===== src/rtl/alu_seq_pkg.sv =====
// alu_seq_pkg: shared opcode and state types for the ALU operation sequencer
package alu_seq_pkg;
  typedef enum logic [2:0] {OP_ADD, OP_AND, OP_NOT, OP_PASS, OP_MUL, OP_DIV} alu_op_t;
  typedef enum logic [2:0] {IDLE, EXEC, DIV_GO, DIV_WAIT, RESP} seq_state_t;
  localparam logic [2:0] OP_LAST_LEGAL = 3'b101;
endpackage


===== src/rtl/alu_op_sequencer.sv =====
// alu_op_sequencer: issues one ALU op per request, waits out divider latency, returns captured result
module alu_op_sequencer
  import alu_seq_pkg::*;
#(
  parameter int DIV_LATENCY = 17,
  parameter int CNT_W       = 5
) (
  input  logic        Clk,
  input  logic        Reset,
  input  logic        req_valid,
  output logic        req_ready,
  input  logic [2:0]  req_op,
  input  logic [15:0] req_a,
  input  logic [15:0] req_b,
  output logic [2:0]  alu_select,
  output logic [15:0] alu_a,
  output logic [15:0] alu_b,
  output logic        alu_div_start,
  input  logic [15:0] alu_data,
  input  logic [15:0] alu_aux,
  output logic        rsp_valid,
  input  logic        rsp_ready,
  output logic [15:0] rsp_data,
  output logic [15:0] rsp_aux,
  output logic        rsp_err
);
  seq_state_t state, state_nx;
  logic [CNT_W-1:0] cnt;
  logic accept, err_op, capture;
  assign accept  = req_valid && req_ready;
  assign err_op  = req_op > OP_LAST_LEGAL || (req_op == OP_DIV && req_b == '0);
  assign capture = state == EXEC || (state == DIV_WAIT && cnt == '0);
  always_comb begin
    state_nx      = state;
    req_ready     = state == IDLE;
    rsp_valid     = state == RESP;
    alu_div_start = state == DIV_GO;
    unique case (state)
      IDLE:     state_nx = !accept ? IDLE : err_op ? RESP : req_op == OP_DIV ? DIV_GO : EXEC;
      EXEC:     state_nx = RESP;
      DIV_GO:   state_nx = DIV_WAIT;
      DIV_WAIT: state_nx = cnt == '0 ? RESP : DIV_WAIT;
      RESP:     state_nx = rsp_ready ? IDLE : RESP;
      default:  state_nx = IDLE;
    endcase
  end
  always_ff @(posedge Clk) begin
    if (Reset) begin
      state      <= IDLE;
      cnt        <= '0;
      alu_select <= '0;
      alu_a      <= '0;
      alu_b      <= '0;
      rsp_data   <= '0;
      rsp_aux    <= '0;
      rsp_err    <= 1'b0;
    end else begin
      state <= state_nx;
      if (accept) begin
        alu_select <= req_op;
        alu_a      <= req_a;
        alu_b      <= req_b;
      end
      if (accept && err_op) begin
        rsp_data <= '0;
        rsp_aux  <= '0;
        rsp_err  <= 1'b1;
      end
      if (capture) begin
        rsp_data <= alu_data;
        rsp_aux  <= alu_aux;
        rsp_err  <= 1'b0;
      end
      if (state == DIV_GO) cnt <= CNT_W'(DIV_LATENCY - 1);
      else if (state == DIV_WAIT) cnt <= cnt - 1'b1;
    end
  end
endmodule


===== config.mk =====
export PLATFORM = sky130hd
export DESIGN_NAME = alu_op_sequencer
export DESIGN_NICKNAME = d
export VERILOG_FILES = /design/src/rtl/alu_seq_pkg.sv /design/src/rtl/alu_op_sequencer.sv
export SDC_FILE = /design/constraint.sdc
export NUM_CORES = 1
export LEC_CHECK = 0
export ABC_AREA = 1
export ABC_CLOCK_PERIOD_IN_PS = 2900
export CAP_MARGIN = 0
export CORE_MARGIN = 2
export CORE_UTILIZATION = 44
export DETAILED_ROUTE_END_ITERATION = 8
export PLACE_DENSITY = 0.89
export SETUP_SLACK_MARGIN = 0.15
export SLEW_MARGIN = 20
export SYNTH_ARGS = -nofsm -noshare
export SYNTH_HDL_FRONTEND = slang
export SYNTH_SLANG_ARGS = --single-unit

===== constraint.sdc =====
create_clock -name Clk -period 2.9 [get_ports Clk]
set_input_delay 0.58 -clock Clk [delete_from_list [all_inputs] [get_ports Clk]]
set_output_delay 0.58 -clock Clk [all_outputs]
set_load 0.005 [all_outputs]

==> metrics.md <==
| Metric | Value |
|---|---|
| FF+latch area | 1520 um2 |
| Die width | 85.9 um |
| Synth unique cells | 25 |
| CTS tree | done |
| Share of layout cells above drive strength 1 | 6.99% |
| Peak supply drop | 0.278 mV |
| Number of port buffers | 141 |
| Placed cell areas | 4360 um2 |
| Hold Path Depth | 2 |
| CP Capture Type | primary output |
| R2R Setup Slk | 0.91 ns |
| Grt ovf | 0 |
| Die Y | 85.9 um |
| Syn nets | 450 |
| DRC violations left | 0 |
| Cell count after synthesis | 378 |
| Initial DRC Count | 154 |
| RSZ-0062 raised after global routing | false |
| Vias | 3094 |
| CP arrival | 1.65 ns |
| Fillcell total | 497 |
| Core area | 6420 um2 |
| Hold WC Path Type | register to register |
| HP Start | alu_a[15] |
| Largest net degree at the start of global routing | 38 |
| Final Util | 71.1% |
| CP Max Fanout | 11 |
| Drt via density | 5.23 |
| Final setup viols | 0 |
| Initial antenna violation count | 0 |
| Routed WL | 8590 um |
| FF-to-FF End | rsp_data[5] |
| Avg Cell Area, Syn | 7.82 um2 |
| Setup Skew | 0.00993 ns |
| Final Instance Count excl. Fillers | 592 |
| Die area | 7380 um2 |
| Slew Limit Fails | 0 |
| Hold-critical path endpoint | alu_a[15] |
| N_diodes | 0 |
| Ports | 142 |
| Fin. Hold Viols | 0 |
| Fin crit period | 2.23 ns |
| Power Dens Cells | 535 nW/um2 |
| Cts bufs inserted | 9 |
| Vias in the first global route | 2936 |
| Final worst slack | 0.670 ns |
| Sequential-to-total area share from yosys stat | 51.5% |
| Area growth, synth to finish | 54.7% |
| Dpl ws | 0.514 ns |
| Commonest non-fill, non-tap cell in the layout | clkdlybuf4s50_1 |
| Most area-consuming cells after synthesis | dfxtp_1 (52%), a21oi_1 (12%), nand3_1 (12%) |
| Status | finished clean |
| Total GRT Usage | 23.2% |
| Tcrit/Tclk final | 76.9% |
| Power, Total | 2.44 mW |
| Slew margin rel. | 71.4% |
| Asr flop ratio synth | 0% |
| H-tree depth | 3 |
| Setup crit start kind | register |
| Clock Path Buffers | 2 |
| Clock transition at path regs | 0.09 ns |
| RD Place Congestion | 0.867 |
| Synthesized cell area | 2950 um2 |
| Setup repair bufs after CTS | 0 |
| Clock sinks | 76 |
| Root buf cell | clkbuf_8 |
| DP HPWL | 6140 um |
| Reg2reg start | state[1] |
| Drt pass-1 iters | 5 |
| Primary FF master, synth | dfxtp_1 |
| Critical Path RT | 2.32 ns |
| Hold_ws | 0.463 ns |
| Maximum clock rate | 449 MHz |
| WL/cell | 14.5 um |
| Worst reg2reg path depth | 10 |
| Finished Cell Area | 4570 um2 |
| EDFF count, synth | 0 |
| Commonest non-fill, non-tap cells in the layout | clkdlybuf4s50_1 (140), nand2_1 (80), dfxtp_1 (76) |
| Final net count | 582 |
| CP Class | register to primary output |
| Area of the multi-input gates | 1220 um2 |
| Number of synthesized register bits | 76 |
| Leak | 1.66 nW |
| Worst-skew pair later-pin latency | 0.34 ns |
| YS warnings | 0 |
| Initial Utilization | 46.0% |
| Hold buffer count at cts | 0 |
| First-pass GRT wire length | 13700 um |
| Top cell type by total area after synthesis | dfxtp_1 |
| Cells after DPL | 576 |
| Least-Margin Pin Slew | 0.425 ns |
| Post-cts resize count | 0 |
| Row Count | 29 |
| Number of max-cap violations | 0 |
| Total Neg Setup Slack | 0 ns |
| Yosys top cell area share | 51.5% |
| ANT nets after route | 0 |
final cells by class:
type,count,area share [%]
Tap cell,77,2.11
Sequential cell,76,33.3
Clock buffer,10,3.01
Timing Repair Buffer,149,32.1
Multi-Input combinational cell,260,26.7
Clock inverter,6,1.56
Inverter,14,1.20
synth_stat cells (3+ instances only):
cell type,number
a21oi_1,72
buf_1,3
buf_2,7
buf_4,4
buf_6,3
clkbuf_1,10
dfxtp_1,76
inv_1,10
inv_2,3
nand2_1,80
nand3_1,70
nor2_1,18
nor2_4,3
nor3_1,3
o21ai_0,4
critical path: stages (launching register included):
cell	delay (ns)
dfxtp_1	0.33
nor2_1	0.13
inv_2	0.05
nor2_2	0.09
buf_4	0.19
clkdlybuf4s50_1	0.52
report_power, final:
part | total, mW | switching [mW] | internal (mW)
Combinational | 0.467 | 0.212 | 0.254
Clock | 0.834 | 0.405 | 0.429
Sequential | 1.14 | 0.0350 | 1.11
Total | 2.44 | 0.653 | 1.79
layer usage:
layer	up-vias	GRT usage, %	share of wire, %
met5	-	0	0
met4	0	11.8	2.7
met3	16	4.04	4.8
met2	93	40.3	52
met1	1459	27.4	41
li1	1526	-	-
worst max-delay path by stage:
stage | to | slack [ns] | start | cells past startpoint
global route | req_ready | 0.58 | state[1] | 5
CTS | req_ready | 0.65 | state[1] | 5
finish | req_ready | 0.67 | state[1] | 5
global placement | rsp_data[0] | 0.63 | req_b[8] | 10
detailed placement | rsp_data[0] | 0.51 | req_b[8] | 10
floorplan | rsp_aux[10] | 1.42 | cnt[0] | 11
kinds of logic (layout without fill, tap and decap cells):
logic type                 after synthesis  in the layout  synth area share (%)
DFF                                     76             76                  51.5
and+or+nand+nor                        179            179                  27.0
AOI/OAI and AO/OA                       79             79                  13.6
buffers and inverters                   42            179                  7.16
adders and majority gates                1              1                 0.423
xor gates and xnor gates                 1              1                 0.297
state kept, by name, summed over array words and instances (netlist names):
name / count
state: 3
alu_a: 16
alu_select: 3
rsp_data: 16
alu_b: 16
rsp_aux: 16
cnt: 5
rsp_err: 1
(Power assumes the default switching activity.)
